### src/rtl/game_round_controller.sv
// Round sequencer for a whack-a-box game: lights a random box, times the hit
// window, issues score pulses and counts down the game clock.
module game_round_controller #(
  parameter int SEC_DIV   = 50_000_000,
  parameter int GAME_SECS = 60,
  parameter int WIN1      = 100_000_000,
  parameter int WIN2      = 75_000_000,
  parameter int WIN3      = 50_000_000,
  parameter int COOLDOWN  = 12_500_000
) (
  input  logic       clk,
  input  logic       resetn,
  input  logic       start,
  input  logic [2:0] lfsr_value,
  input  logic       sensor_valid,
  input  logic [2:0] sensor_code,
  output logic [2:0] target_box,
  output logic       target_active,
  output logic       score_inc,
  output logic       score_dec,
  output logic [1:0] points,
  output logic [1:0] difficulty,
  output logic [5:0] seconds_left,
  output logic       hit_led,
  output logic       game_over,
  output logic [2:0] state
);

  typedef enum logic [2:0] {
    S_IDLE     = 3'd0,
    S_ARM      = 3'd1,
    S_WAIT_HIT = 3'd2,
    S_HIT      = 3'd3,
    S_MISS     = 3'd4,
    S_COOLDOWN = 3'd5,
    S_OVER     = 3'd6
  } state_t;

  localparam logic [31:0] SEC_LAST  = 32'(SEC_DIV - 1);
  localparam logic [31:0] WIN1_LAST = 32'(WIN1 - 1);
  localparam logic [31:0] WIN2_LAST = 32'(WIN2 - 1);
  localparam logic [31:0] WIN3_LAST = 32'(WIN3 - 1);
  localparam logic [31:0] CD_LAST   = 32'(COOLDOWN - 1);
  localparam logic [5:0]  SECS_INIT = 6'(GAME_SECS);

  state_t      cur_state;
  state_t      nxt_state;
  logic [31:0] presc;
  logic [31:0] timer;
  logic [31:0] win_load;
  logic [6:0]  elapsed;
  logic        active;
  logic        time_up;
  logic        timer_done;
  logic        strike_hit;
  logic        strike_miss;
  logic        restart;
  logic        load_target;
  logic        hit_led_nxt;

  assign state         = cur_state;
  assign active        = (cur_state == S_ARM) || (cur_state == S_WAIT_HIT) ||
                         (cur_state == S_HIT) || (cur_state == S_MISS) ||
                         (cur_state == S_COOLDOWN);
  assign time_up       = (seconds_left == 6'd0);
  assign timer_done    = (timer == 32'd0);
  assign strike_hit    = sensor_valid && (sensor_code != 3'd0) && (sensor_code == target_box);
  assign strike_miss   = sensor_valid && (sensor_code != 3'd0) && (sensor_code != target_box);
  assign elapsed       = {1'b0, SECS_INIT} - {1'b0, seconds_left};
  assign target_active = (cur_state == S_WAIT_HIT);
  assign score_inc     = (cur_state == S_HIT);
  assign score_dec     = (cur_state == S_MISS);
  assign game_over     = (cur_state == S_OVER);
  assign points        = (cur_state == S_HIT) ? difficulty : 2'd0;

  // IDLE pins the level to 1 so reset never exposes the elapsed-time view of a zero clock.
  always_comb begin
    difficulty = 2'd1;
    if (cur_state != S_IDLE) begin
      if (elapsed < 7'd20)
        difficulty = 2'd1;
      else if (elapsed < 7'd40)
        difficulty = 2'd2;
      else
        difficulty = 2'd3;
    end
  end

  always_comb begin
    win_load = WIN3_LAST;
    case (difficulty)
      2'd1:    win_load = WIN1_LAST;
      2'd2:    win_load = WIN2_LAST;
      default: win_load = WIN3_LAST;
    endcase
  end

  always_ff @(posedge clk or negedge resetn) begin
    if (!resetn)
      cur_state <= S_IDLE;
    else
      cur_state <= nxt_state;
  end

  // A matching strike outranks both window expiry and the game clock running out.
  always_comb begin
    nxt_state   = cur_state;
    restart     = 1'b0;
    load_target = 1'b0;
    case (cur_state)
      S_IDLE, S_OVER: begin
        if (start) begin
          nxt_state = S_ARM;
          restart   = 1'b1;
        end
      end
      S_ARM: begin
        if (time_up)
          nxt_state = S_OVER;
        else if (lfsr_value != 3'd0) begin
          nxt_state   = S_WAIT_HIT;
          load_target = 1'b1;
        end
      end
      S_WAIT_HIT: begin
        if (strike_hit)
          nxt_state = S_HIT;
        else if (time_up)
          nxt_state = S_OVER;
        else if (strike_miss || timer_done)
          nxt_state = S_MISS;
      end
      S_HIT, S_MISS: begin
        nxt_state = time_up ? S_OVER : S_COOLDOWN;
      end
      S_COOLDOWN: begin
        if (time_up)
          nxt_state = S_OVER;
        else if (timer_done)
          nxt_state = S_ARM;
      end
      default: nxt_state = S_IDLE;
    endcase
  end

  assign hit_led_nxt = (nxt_state == S_HIT) || ((nxt_state == S_COOLDOWN) && hit_led);

  always_ff @(posedge clk or negedge resetn) begin
    if (!resetn)
      hit_led <= 1'b0;
    else
      hit_led <= hit_led_nxt;
  end

  always_ff @(posedge clk or negedge resetn) begin
    if (!resetn)
      target_box <= 3'd0;
    else if (load_target)
      target_box <= lfsr_value;
  end

  // One down-counter serves both the hit window and the inter-round cooldown.
  always_ff @(posedge clk or negedge resetn) begin
    if (!resetn)
      timer <= 32'd0;
    else if (load_target)
      timer <= win_load;
    else if ((cur_state == S_HIT) || (cur_state == S_MISS))
      timer <= CD_LAST;
    else if (((cur_state == S_WAIT_HIT) || (cur_state == S_COOLDOWN)) && !timer_done)
      timer <= timer - 32'd1;
  end

  always_ff @(posedge clk or negedge resetn) begin
    if (!resetn) begin
      presc        <= 32'd0;
      seconds_left <= 6'd0;
    end else if (restart) begin
      presc        <= 32'd0;
      seconds_left <= SECS_INIT;
    end else if (active) begin
      if (presc == SEC_LAST) begin
        presc <= 32'd0;
        if (!time_up)
          seconds_left <= seconds_left - 6'd1;
      end else begin
        presc <= presc + 32'd1;
      end
    end
  end

endmodule

### config.mk
export PLATFORM = sky130hd
export DESIGN_NAME = game_round_controller
export DESIGN_NICKNAME = d
export VERILOG_FILES = /design/src/rtl/game_round_controller.sv
export SDC_FILE = /design/constraint.sdc
export NUM_CORES = 1
export LEC_CHECK = 0
export BUFFER_PORTS_ARGS = -buffer_cell sky130_fd_sc_hd__buf_2
export CAP_MARGIN = 10
export CORE_AREA = 2 2 111 113
export DETAILED_ROUTE_END_ITERATION = 16
export DIE_AREA = 0 0 113 115
export MAX_ROUTING_LAYER = met4
export PLACE_DENSITY = 0.61
export SLEW_MARGIN = 20
export SYNTH_ARGS = -nofsm -noshare
export SYNTH_HDL_FRONTEND = slang
export SYNTH_SLANG_ARGS = --single-unit
### constraint.sdc
create_clock -name clk -period 4.96 [get_ports clk]
set_input_delay 0.992 -clock clk [delete_from_list [all_inputs] [get_ports clk]]
set_output_delay 0.992 -clock clk [all_outputs]
set_load 0.05 [all_outputs]
==> results of run 1 <==
-- synth_stat cells, types with 4 or more instances --
| library cell | n | area, um^2 |
|---|---|---|
| xnor2_1 | 16 | 140.1 |
| nand2b_1 | 7 | 43.79 |
| clkbuf_1 | 22 | 82.58 |
| o2bb2ai_1 | 5 | 43.79 |
| xor2_1 | 17 | 148.9 |
| a31oi_1 | 5 | 31.28 |
| o22ai_1 | 5 | 31.28 |
| inv_1 | 13 | 48.80 |
| nand3_1 | 25 | 125.1 |
| and3_1 | 11 | 68.82 |
| nor4_1 | 19 | 118.9 |
| nand4_1 | 13 | 81.33 |
| and2_1 | 7 | 43.79 |
| o31a_1 | 4 | 35.03 |
| o21a_1 | 6 | 45.04 |
| dfrtp_1 | 77 | 1927 |
| o31ai_1 | 9 | 67.56 |
| or3_1 | 14 | 87.58 |
| nand2_1 | 54 | 202.7 |
| or4_1 | 7 | 52.55 |
| nor2_1 | 68 | 255.2 |
| nor3_1 | 24 | 120.1 |
| a21oi_1 | 21 | 105.1 |
| o21ai_0 | 40 | 200.2 |
-- worst max path at each step --
stage                     from        end  depth (start not counted)
2_1_floorplan  seconds_left[0]  points[0]                          7
3_3_place_gp   seconds_left[0]  points[0]                          8
3_5_place_dp   seconds_left[0]  points[0]                          8
4_1_cts        seconds_left[0]  points[0]                          8
5_1_grt        seconds_left[0]  points[0]                          8
6_report       seconds_left[0]  points[0]                          8
-- metal layers --
layer,up-vias,wire length (um),track usage
met5,-,0,-
met4,0,265,0.07317
met3,27,472,0.03795
met2,102,5793,0.3110
met1,2124,5423,0.2538
li1,2104,-,-
-- cells by family (layout without fill, tap and decap cells) --
kind of cell | Yosys count | count (layout) | synth area share
simple gates | 275 | 275 | 0.3050
mux | 2 | 2 | 0.004244
compound gates | 129 | 129 | 0.1817
fa+ha+maj | 3 | 3 | 0.007958
flops | 77 | 77 | 0.4085
xor+xnor | 33 | 33 | 0.06127
buf+inv | 37 | 61 | 0.03130
-- per-stage QoR --
stage                     utilization  setup slack [ps]
after floorplan                     -              1001
after global placement         0.4214              1549
after detailed placement       0.4214              1476
after CTS                      0.4481              1097
after global routing           0.4484             960.9
final                          0.4484              1091
-- flip-flops by register name, indices dropped and copies added, names as in the netlist --
name	cells
state	3
hit_led	1
seconds_left	6
timer	32
target_box	3
presc	32
-- layout make-up --
type                       count  area, um^2
clock buffer                  11       242.7
clock inverter                 4       72.57
fill                        1162        6515
inverter                      13       48.80
multi-input combinational    442        2643
sequential                    77        1927
tap                          147       183.9
timing repair buffer          33       178.9
-- power groups by stage --
stage / clock, W / sequential, W / combinational [W]
3_5_place_dp: 0 / 0.000957 / 0.00136
3_3_place_gp: 0 / 0.000950 / 0.00133
6_report: 0.000706 / 0.000952 / 0.00136
4_1_cts: 0.000720 / 0.000948 / 0.00136
5_1_grt: 0.000743 / 0.000981 / 0.00150
2_1_floorplan: 0 / 0.00101 / 0.000952
==> qor.yml, run 1 <==
outcome:
  status: "complete, but fails checks"
  violations: "DRC"
timing:
  hold_ws_ps: 503.5
  rsz0062_at_grt: "no"
  report.final.slew_viol_count: 0
  worstMarginPinSlew_ps: 1005
  relSlewSlack: 0.3241
  finalHoldViolations: 0
  min_period_ps: 3869
  max_freq_mhz: 258.5
  post-route-period-util: 0.7800
  tns_ps: 0
  fin_skew_ps: 3.932
  setup_viol: 0
critical_path:
  cp_max_fo: 10
  r2r_cells: 8
  critPathBufInv: 2
  path_cells: "inv_1, ha_1, or4b_2, o22ai_1, a221oi_1, or3_1, and2_1, buf_2"
  worstReg2RegStart: "timer[0]"
  worstPathArrival_ps: 2880
  crit_family: "simple AND/OR/NAND/NOR gates"
  cp-start-kind: "flop"
  critPathSlowestCell: "or4b_2"
  cp.required_ps: 3970
  r2r-end: "timer[16]"
  r2r_slack_ps: 1710
  cp_slowest_stage_delay_ps: 650
  crit_type: "flop to output port"
  endpoint_kind: "output port"
clock_tree:
  root_buffer: "clkbuf_16"
  postCtsSetupBuffers: 0
  cts_htree_levels: 3
  clk_pin_slew_worst_paths_ps: 60
  ctsHoldBuffers: 0
  cts_resized: 0
  numCtsBuffers: 9
  cts.sinks: 77
  clock_path_buffers: 2
  cts_tree: "built"
  clock_latency_ps: 340
hold_path:
  holdCritPathClass: "flop to flop"
  worstHoldPathCells: 1
  min_to: "timer[22]"
  hp-start: "timer[22]"
layout:
  layout.cells.most_common_list: "77 x dfrtp_1, 68 x nor2_1, 54 x nand2_1"
  area_growth_pct: 12.28
  drive_gt1_frac: 0.09828
  n_antenna_cell: 0
  final_nets: 589
  layout_commonest_cell: "dfrtp_1"
  final_area_um2: 5296
  final_cells: 727
route:
  ant_nets: 0
  vias: 4357
  avgViaCountPerCell: 5.993
  drtIter0Drc: 235
  totalWireLength_um: 11950
  drc: 1
  post_drt_wl_per_cell_um: 16.44
  drt_first_pass_iters: 10
yosys:
  synthCells: 556
  syn_area_per_cell_um2: 8.484
  syn-num-nets: 569
  ys_ff_latch: 77
  synth_warnings: 0
  yosysSeqAreaShare: 0.4085
  async_flop_share: 1.000
  synth_edf_count: 0
  synth_flop_cell: "dfrtp_1"
  netlist_area_um2: 4717
  synth.distinct_cells: 62
pwr:
  p_comb_frac: 0.451
  p_int_w: 0.001629
  ir_drop_mv: 0.2564
  seq_power_share: 0.316
  switchingPower_w: 0.001388
  p_per_area_nw_per_um2: 569.8
  leakagePower_nw: 2.125
  swShare: 0.4601
  power_frac_clock: 0.234
  finalPower_w: 0.003018
global_route:
  antenna_found_initial: 0
  grt_pass1_vias: 4082
  grt_max_degree: 78
  grt_usage: 0.1973
  grt-ovfl-total: 0
  grt_pass1_wl_um: 20270
place:
  place_inst: 712
  gp_congestion: 0.8631
  dpl.hpwl_um: 8392
  placed_area_um2: 4977
  portBuffers: 30
die:
  core_um2: 11810
  ios: 31
  num_rows: 40
  dieWidth_um: 113
  dieArea_um2: 13000
  initial_core_util: 0.3994
  dieHeight_um: 115
flow_run:
  cap_violations: 0
Note: power is estimated with default switching activity, not from simulation.
==> inputs of run 2 (changes only) <==
- PLACE_DENSITY: 0.61 -> 0.63
- clock period: 4.96 -> 3.24 ns (I/O delays scaled with it)
==> run 2 against run 1 <==
Effect of this change: the run still ends with DRC left; register-to-register slack got worse by 1500 ps; first-iteration DRC count rose by 69%; die area unchanged; via count is essentially flat; cell count rose by 2.1%; sequential power grew 50%; power up 57%; cell area increased by 2.3%; highest routed layer unchanged.
==> qor.yml, run 2 (synthesis gave the netlist of run 1 again) <==
clock_tree:
  cts_tree: "built"
  cts_htree_levels: 3
  clock_path_buffers: 2
  numCtsBuffers: 9
  clk_pin_slew_worst_paths_ps: 60
  ctsHoldBuffers: 0
  root_buffer: "clkbuf_16"
  cts.sinks: 77
  clock_latency_ps: 350
global_route:
  grt_max_degree: 78
  grt-ovfl-total: 0
  grt_pass1_vias: 4247
  antenna_found_initial: 1
  grt_pass1_wl_um: 20790
  grt_usage: 0.2083
critical_path:
  crit_family: "simple AND/OR/NAND/NOR gates"
  path_cells: "buf_4, or3_1, a311o_1, a21o_4, or3_4, and2_2, buf_6"
  crit_end: "points[0]"
  crit_start: "seconds_left[0]"
  r2r_slack_ps: 260
  critPathSlowestCell: "dfrtp_2"
  r2r_cells: 9
  cp-start-kind: "flop"
  cp_slowest_stage_delay_ps: 400
  worstReg2RegStart: "timer[0]"
  critical_path_depth: 7
  endpoint_kind: "output port"
  worstPathArrival_ps: 2510
  critPathBufInv: 2
  crit_type: "flop to output port"
  cp_max_fo: 8
  r2r-end: "timer[7]"
  cp.required_ps: 2590
route:
  drtIter0Drc: 397
  post_drt_wl_per_cell_um: 16.81
  drc: 1
  drt_first_pass_iters: 11
  avgViaCountPerCell: 5.871
  vias: 4356
  ant_nets: 0
  totalWireLength_um: 12470
timing:
  max_freq_mhz: 316.3
  relSlewSlack: 0.5146
  report.final.slew_viol_count: 0
  hold_ws_ps: 307.6
  worstMarginPinSlew_ps: 728.1
  post-route-period-util: 0.9757
  finalHoldViolations: 0
  setup_viol: 0
  min_period_ps: 3161
  fin_skew_ps: 7.979
  finalWorstSetupSlack_ps: 78.68
layout:
  area_growth_pct: 14.83
  fin_util: 0.4586
  regArea_um2: 1929
  multi_input_area_um2: 2676
  largestRegisters: "presc: 32 flops, timer: 32 flops, seconds_left: 6 flops"
  layout_commonest_cell: "dfrtp_1"
  n_fill_cell: 1157
  drive_gt1_frac: 0.1330
  layout.cells.most_common_list: "75 x dfrtp_1, 68 x nor2_1, 54 x nand2_1"
  final_nets: 602
place:
  gp_congestion: 0.9008
  preCtsSetupSlack_ps: 225.2
  dpl.hpwl_um: 8909
  portBuffers: 30
die:
  num_rows: 40
  initial_core_util: 0.3994
  dieHeight_um: 115
  dieArea_um2: 13000
  core_um2: 11810
  ios: 31
  dieWidth_um: 113
pwr:
  finalPower_w: 0.004743
  ir_drop_mv: 0.3945
  leakagePower_nw: 2.182
  p_per_area_nw_per_um2: 875.7
hold_path:
  holdCritPathClass: "input port to async pin"
outcome:
  status: "complete, but fails checks"
  violations: "DRC"
flow_run:
  cap_violations: 0
## run 2: area by class of cell
class | count | share of cell area
multi-input cells | 442 | 0.4941
repair buffers | 46 | 0.05221
inverters | 13 | 0.009009
clock inverters | 5 | 0.01109
clock buffers | 11 | 0.04297
well taps | 147 | 0.03396
diodes | 1 | 0.0004620
flip-flops and latches | 77 | 0.3562
## run 2: worst min path at each step
stage	startpoint	endpoint	slack, ps	cells past startpoint
after floorplan	resetn	hit_led	350	0
after global placement	timer[22]	timer[22]	480	1
after detailed placement	timer[22]	timer[22]	480	1
after CTS	resetn	timer[16]	500	1
after global routing	resetn	presc[6]	390	1
final	resetn	timer[4]	310	1
## run 2: routing by layer
layer	wire [um]	global-route usage	up-vias
li1	-	-	2126
met1	5380	0.2402	2113
met2	6261	0.3485	95
met3	517	0.05588	22
met4	311	0.07967	0
met5	0	-	-
## run 2: what timing repair did
action	in CTS	in global routing
resized for setup	3	3
pin swaps	1	2
setup buffers	3	0
endpoints found under the setup margin	2	1
## run 2: through the flow
step / area, um^2 / instances / setup TNS [ps]
3_3_place_gp: 5066 / 722 / 0
4_1_cts: 5394 / 741 / 0
3_5_place_dp: 5066 / 722 / 0
2_1_floorplan: 4731 / 556 / 0
5_1_grt: 5416 / 742 / -1.789
6_report: 5416 / 742 / 0
## run 2: where the power goes
group          switching [W]  internal [W]
Sequential          0.000279       0.00115
Clock               0.000408      0.000599
Combinational        0.00152      0.000786
Total                0.00221       0.00254
